<file path="config.mk">
export PLATFORM = sky130hd
export DESIGN_NAME = fsb8_arb
export DESIGN_NICKNAME = d
export VERILOG_FILES = /design/src/rtl/fsb8_pkg.sv /design/src/rtl/fsb8_arb_rr.sv /design/src/rtl/fsb8_arb.sv
export SDC_FILE = /design/constraint.sdc
export NUM_CORES = 1
export LEC_CHECK = 0
export BUFFER_PORTS_ARGS = -buffer_cell sky130_fd_sc_hd__clkbuf_2
export CAP_MARGIN = 10
export CORE_MARGIN = 2
export CORE_UTILIZATION = 37
export CTS_BUF_LIST = sky130_fd_sc_hd__clkbuf_8
export DETAILED_ROUTE_END_ITERATION = 7
export GPL_TIMING_DRIVEN = 0
export HOLD_SLACK_MARGIN = 0.08
export PLACE_DENSITY = 0.88
export SLEW_MARGIN = 15
export SYNTH_ARGS = -nofsm -noshare
export SYNTH_HDL_FRONTEND = slang
export SYNTH_SLANG_ARGS = --single-unit
</file>
<file path="constraint.sdc">
create_clock -name hclk -period 1.7 [get_ports hclk]
set_input_delay 0.085 -clock hclk [delete_from_list [all_inputs] [get_ports hclk]]
set_output_delay 0.085 -clock hclk [all_outputs]
set_load 0.02 [all_outputs]
</file>
<file path="src/rtl/fsb8_pkg.sv">
// fsb8_pkg: shared FSM encoding, burst default and bridge frame-state constants
// for the two-master FSB8 arbiter.
package fsb8_pkg;
    typedef enum logic {IDLE = 1'b0, OWN = 1'b1} state_t;
    localparam int MAX_BURST_DEF = 256;
    typedef enum logic [1:0] {
        FRM_STANDBY = 2'd0,
        FRM_CMD     = 2'd1,
        FRM_DATA    = 2'd2,
        FRM_TURN    = 2'd3
    } frame_t;
endpackage

</file>
<file path="src/rtl/fsb8_arb_rr.sv">
// rr_pick2: two-way round-robin pick; on a tie the requester that did not own
// the bus last wins.
module rr_pick2
    import fsb8_pkg::*;
(
    input  logic [1:0] req,
    input  logic       last,
    output logic       pick
);
    assign pick = &req ? ~last : req[1];
endmodule

</file>
<file path="src/rtl/fsb8_arb.sv">
// fsb8_arb: two-requester arbiter in front of an 8-bit FSB bridge; the owner is
// mirrored straight through, bursts are capped at MAX_BURST beats.
module fsb8_arb
    import fsb8_pkg::*;
#(
    parameter int ADDR_WIDTH = 24,
    parameter int MAX_BURST  = MAX_BURST_DEF
) (
    input  logic                  hclk,
    input  logic                  hreset_n,
    input  logic                  m0_hsel,
    input  logic                  m0_hsel_cmd,
    input  logic                  m0_htrans,
    input  logic                  m0_hburst,
    input  logic                  m0_hwrite,
    input  logic [ADDR_WIDTH-1:0] m0_haddr,
    input  logic [7:0]            m0_hwdata,
    output logic [7:0]            m0_hrdata,
    output logic                  m0_hready,
    input  logic                  m1_hsel,
    input  logic                  m1_hsel_cmd,
    input  logic                  m1_htrans,
    input  logic                  m1_hburst,
    input  logic                  m1_hwrite,
    input  logic [ADDR_WIDTH-1:0] m1_haddr,
    input  logic [7:0]            m1_hwdata,
    output logic [7:0]            m1_hrdata,
    output logic                  m1_hready,
    output logic                  hsel,
    output logic                  hsel_cmd,
    output logic                  htrans,
    output logic                  hburst,
    output logic                  hwrite,
    output logic [ADDR_WIDTH-1:0] haddr,
    output logic [7:0]            hwdata,
    input  logic [7:0]            hrdata,
    input  logic                  hready,
    output logic [1:0]            grant,
    output logic                  busy
);
    localparam logic [7:0] BEAT_CAP = 8'(MAX_BURST - 1);

    state_t          r_state, w_state_nxt;
    logic            r_owner, w_owner_nxt;
    logic            r_last, w_last_nxt;
    logic [7:0]      r_beat, w_beat_nxt;
    logic            w_req0, w_req1, w_pick, w_own, w_own0, w_own1;
    logic            w_o_req, w_o_hburst, w_cap, w_done, w_release;

    assign w_req0     = (m0_hsel | m0_hsel_cmd) & m0_htrans;
    assign w_req1     = (m1_hsel | m1_hsel_cmd) & m1_htrans;
    assign w_own      = r_state == OWN;
    assign w_own0     = w_own & ~r_owner;
    assign w_own1     = w_own & r_owner;
    assign w_o_req    = r_owner ? w_req1 : w_req0;
    assign w_o_hburst = r_owner ? m1_hburst : m0_hburst;
    assign w_cap      = r_beat == BEAT_CAP;
    assign w_done     = w_own & hready;
    // An owner that drops its request gives the bus up without a final beat.
    assign w_release  = w_own & (~w_o_req | (w_done & (~w_o_hburst | w_cap)));

    rr_pick2 u_rr (
        .req  ({w_req1, w_req0}),
        .last (r_last),
        .pick (w_pick)
    );

    always_ff @(posedge hclk or negedge hreset_n) begin
        if (!hreset_n) begin
            r_state <= IDLE;
            r_owner <= 1'b0;
            r_last  <= 1'b1;
            r_beat  <= 8'd0;
        end else begin
            r_state <= w_state_nxt;
            r_owner <= w_owner_nxt;
            r_last  <= w_last_nxt;
            r_beat  <= w_beat_nxt;
        end
    end

    always_comb begin
        w_state_nxt = r_state;
        w_owner_nxt = r_owner;
        w_last_nxt  = r_last;
        w_beat_nxt  = r_beat;
        if (!w_own) begin
            if (w_req0 | w_req1) begin
                w_state_nxt = OWN;
                w_owner_nxt = w_pick;
                w_beat_nxt  = 8'd0;
            end
        end else if (w_release) begin
            w_state_nxt = IDLE;
            w_last_nxt  = r_owner;
            w_beat_nxt  = 8'd0;
        end else if (w_done) begin
            w_beat_nxt  = r_beat + 8'd1;
        end
    end

    assign hsel      = w_own0 ? m0_hsel     : w_own1 & m1_hsel;
    assign hsel_cmd  = w_own0 ? m0_hsel_cmd : w_own1 & m1_hsel_cmd;
    assign htrans    = w_own0 ? m0_htrans   : w_own1 & m1_htrans;
    assign hwrite    = w_own0 ? m0_hwrite   : w_own1 & m1_hwrite;
    assign hburst    = w_own & w_o_hburst & ~w_cap;
    assign haddr     = w_own0 ? m0_haddr  : (w_own1 ? m1_haddr  : '0);
    assign hwdata    = w_own0 ? m0_hwdata : (w_own1 ? m1_hwdata : 8'h00);
    assign m0_hrdata = w_own0 ? hrdata : 8'h00;
    assign m1_hrdata = w_own1 ? hrdata : 8'h00;
    // Reset forces both requesters to see a ready bus.
    assign m0_hready = ~hreset_n | (w_own0 ? hready : ~w_req0);
    assign m1_hready = ~hreset_n | (w_own1 ? hready : ~w_req1);
    assign grant     = {w_own1, w_own0};
    assign busy      = w_own;
endmodule

</file>
==> results.tsv <==
stage	metric	value	unit
run_status	result of the run	completed	
place	routability congestion estimate from global placement	0.8864	
route	top layer in use	met4	
route	Detail Route met3 WL	385	um
timing	number of hold violations in the final report	0	
synthesis	post-synthesis area per instance	8.028	um^2
route	WL met1	1885	um
cts	TritonCTS Sinks	11	
global_route	wire length of the first global-routing pass	7272	um
hold_path	worst-case hold path end point	r_beat[5]	
floorplan	Core Region	3633	um^2
route	vias per cell	4.859	
synthesis	Post-Syn Nets	259	
route	post-detailed-route wirelength per cell	12.96	um
worst_setup_path	worst-case register-to-register setup slack	0.11	ns
cts	maximum root-to-sink buffer count	2	
synthesis	dominant cells by area after synthesis	sky130_fd_sc_hd__mux2i_1, sky130_fd_sc_hd__dfrtp_1, sky130_fd_sc_hd__nor2_1, sky130_fd_sc_hd__and3_1, sky130_fd_sc_hd__and2_1	
synthesis	Synth cell types	38	
synthesis	Post-synth EDFFs	0	
cts	Root Buffer Master	sky130_fd_sc_hd__clkbuf_8	
route	first-pass detailed-route iteration total	4	
synthesis	total standard cell area after synthesis	1389	um^2
worst_setup_path	CP endpoint kind	output pin	
power	leak pwr	1.418	nW
place	Worst Setup Slack post-DPL	-0.04111	ns
timing	total negative slack for setup checks	0	ns
cts	cts bufs inserted	3	
synthesis	top post-synthesis cells by count	sky130_fd_sc_hd__nor2_1, sky130_fd_sc_hd__mux2i_1, sky130_fd_sc_hd__and3_1, sky130_fd_sc_hd__and2_1, sky130_fd_sc_hd__dfrtp_1	
timing	pin slew with the least headroom to its limit	0.2939	ns
worst_setup_path	type of origin of the critical path	flip-flop	
cts	number of H-tree levels	1	
final_layout	fraction of layout cells with a size suffix above 1	54.21	%
global_route	residual overflow from global routing	0	
timing	Tcrit/Tclk final	94.74	%
synthesis	largest family of logic cells by synthesized area	multiplexers	
final_layout	Layout Area Growth over Synthesis	64.96	%
cts	Worst-Skew Late Latency	0.24	ns
synthesis	Adder-Cell Fraction of Synth Area	0.9009	%
synthesis	sequential cell area fraction in the yosys report	19.91	%
global_route	vias in the first global route	1589	
power	power per standard cell area	1565	nW/um^2
synthesis	Synth Area in XOR/XNOR	0.6306	%
worst_setup_path	Reg2Reg Depth	6	
route	post-detailed-route DRC marker count	0	
global_route	global router's overall resource usage	21.40	%
worst_setup_path	worst r2r dst	r_beat[0]	
worst_setup_path	type of the setup path with the least slack	reg2out	
synthesis	Compound-Gate Fraction of Synth Area	11.08	%
floorplan	vertical die dimension	65.27	um
floorplan	io pins	143	
route	Post-Route WL	4783	um
synthesis	top-count cell post-synth	sky130_fd_sc_hd__nor2_1	
floorplan	initial core utilization	38.22	%
synthesis	multiplexer share of the synthesized area	30.90	%
synthesis	share of the synthesized area in the top cell type	27.39	%
route	total number of vias	1793	
worst_setup_path	reg-to-reg startpoint	r_beat[1]	
power	overall power	3.585	mW
timing	Hold Slack	0.2319	ns
hold_path	Worst Hold Class	in2reg	
route	post-route ant nets	0	
place	half-perimeter wire length of the detailed placement result	4030	um
floorplan	Placement Rows	22	
worst_setup_path	Req. time, crit path	1.62	ns
cts	clock tree from TritonCTS	built	
timing	Max-Slew Margin vs Limit	79.99	%
synthesis	area fraction in and, or, nand and nor cells after synthesis	30.63	%
synthesis	cell taking the most area after synthesis	sky130_fd_sc_hd__mux2i_1	
global_route	largest net degree at the start of global routing	14	
synthesis	Synth Register Bits	11	
timing	Setup violations, final	0	
place	input/output buffers	142	
place	Placed Cells	363	
floorplan	Total Die Area	4260	um^2
worst_setup_path	delay of the slowest cell on the worst path	0.47	ns
final_layout	NumNets Final	408	
route	total met2 wirelength after detailed routing	2451	um
timing	PnR worst setup slack	0.08940	ns
worst_setup_path	critical path arrival	1.53	ns
hold_path	Min-Delay Path Depth	3	
worst_setup_path	Max stage delay cell, worst path	sky130_fd_sc_hd__dfrtp_2	
synthesis	ys async rst share	100.0	%
global_route	number of antenna violations at the first check in global routing	0	
power	VDD IR-drop max	0.9674	mV
final_layout	Finished Layout Cells	369	
timing	RSZ-0062 raised after global routing	true	
final_layout	antenna diode instance count	0	
floorplan	width of the die	65.27	um
worst_setup_path	cell occurring most often along the worst timing path	sky130_fd_sc_hd__and2_1	
cts	post-CTS clock slew at the launch and capture registers of the worst setup and hold paths	0.05	ns
worst_setup_path	critical-path maximum fanout	7	
timing	Tmin final	1.611	ns
timing	peak clock frequency supported by timing	620.9	MHz
worst_setup_path	CP Cell Sequence	and2_1 -> and2_1 -> o21ai_0 -> clkbuf_2	
synthesis	primary flip-flop cell chosen by synthesis mapping	sky130_fd_sc_hd__dfrtp_1	
synthesis	synth warn	0	
hold_path	hold wc startpoint	hready	
route	number of violations reported at the end of detailed-routing iteration 0	76	
timing	count of pins over their slew limit	0	
synthesis	count of mapped cells out of synthesis	173	
timing	worst clock skew on the final layout	0.0003512	ns
run	Max Cap Viol	0	
-- where the power goes --
| part | leakage [nW] | total [mW] | switching (mW) | internal, mW |
|---|---|---|---|---|
| Clock | 0.0269 | 0.262 | 0.103 | 0.159 |
| Combinational | 1.25 | 2.94 | 1.75 | 1.19 |
| Sequential | 0.144 | 0.385 | 0.0608 | 0.325 |
-- cell families after synthesis --
group | Yosys count
AO/OA/AOI/OAI | 20
XOR/XNOR | 1
adder cells (fa/ha/maj) | 1
buffers and inverters | 16
flip-flops | 11
multiplexers | 41
AND/OR/NAND/NOR | 83
-- worst max-delay path, delay by kind of cell, from the launching register on --
kind,cells,cell delay (ns)
AO/OA/AOI/OAI,1,0.23
buffers and inverters,1,0.22
flip-flops,1,0.47
AND/OR/NAND/NOR,2,0.36
-- how the worst max path moves through the flow --
stage,from,to,slack (ns),cells past startpoint
final,busy,m1_hready,0.09,4
after global routing,busy,haddr[17],-0.004,5
after CTS,r_owner,m0_hready,-0.08,6
after detailed placement,busy,hwdata[6],-0.04,5
after global placement,busy,hwdata[4],-0.005,5
after floorplan,busy,hburst,0.17,3
-- placed cells by master, fill, tap and decap left out, drive strengths merged, types with 3 or more instances in the layout --
| cell type | n |
|---|---|
| a21o | 4 |
| a22o | 3 |
| and2 | 10 |
| and3 | 12 |
| buf | 10 |
| clkbuf | 149 |
| dfrtp | 10 |
| inv | 4 |
| mux2i | 39 |
| nand2 | 6 |
| nand3 | 3 |
| nor2 | 46 |
| o21ai | 8 |
-- per-stage QoR --
step	utilization (%)	area, um^2
3_5_place_dp	59.44	2160
4_1_cts	61.09	2220
3_3_place_gp	59.44	2160
6_report	63.05	2291
5_1_grt	63.05	2291
2_1_floorplan	-	1389
-- routing by layer --
layer / global-route usage, % / up-vias
li1: - / 902
met1: 25.77 / 808
met2: 38.27 / 75
met3: 3.767 / 8
met4: 7.031 / 0
met5: 0 / -
-- state kept, by name, summed over array words and instances, names as in the netlist --
signal / count
busy: 1
r_beat: 8
r_last: 1
r_owner: 1
-- cell type report --
class | instances | area [um^2]
timing repair buffer | 144 | 728.2
inverter | 3 | 11.26
sequential | 11 | 277.8
buffer | 13 | 108.9
clock inverter | 1 | 3.754
fill | 325 | 1343
multi-input combinational | 146 | 1060
tap | 48 | 60.06
clock buffer | 3 | 41.29
-- what timing repair did --
item	CTS	global route
hold endpoints to repair	11	0
setup endpoints to repair	34	45
hold buffers	1	0
gates resized for setup	4	23
pin swaps	1	3
buffers inserted	0	1
Power figures use the tool's default switching activity.
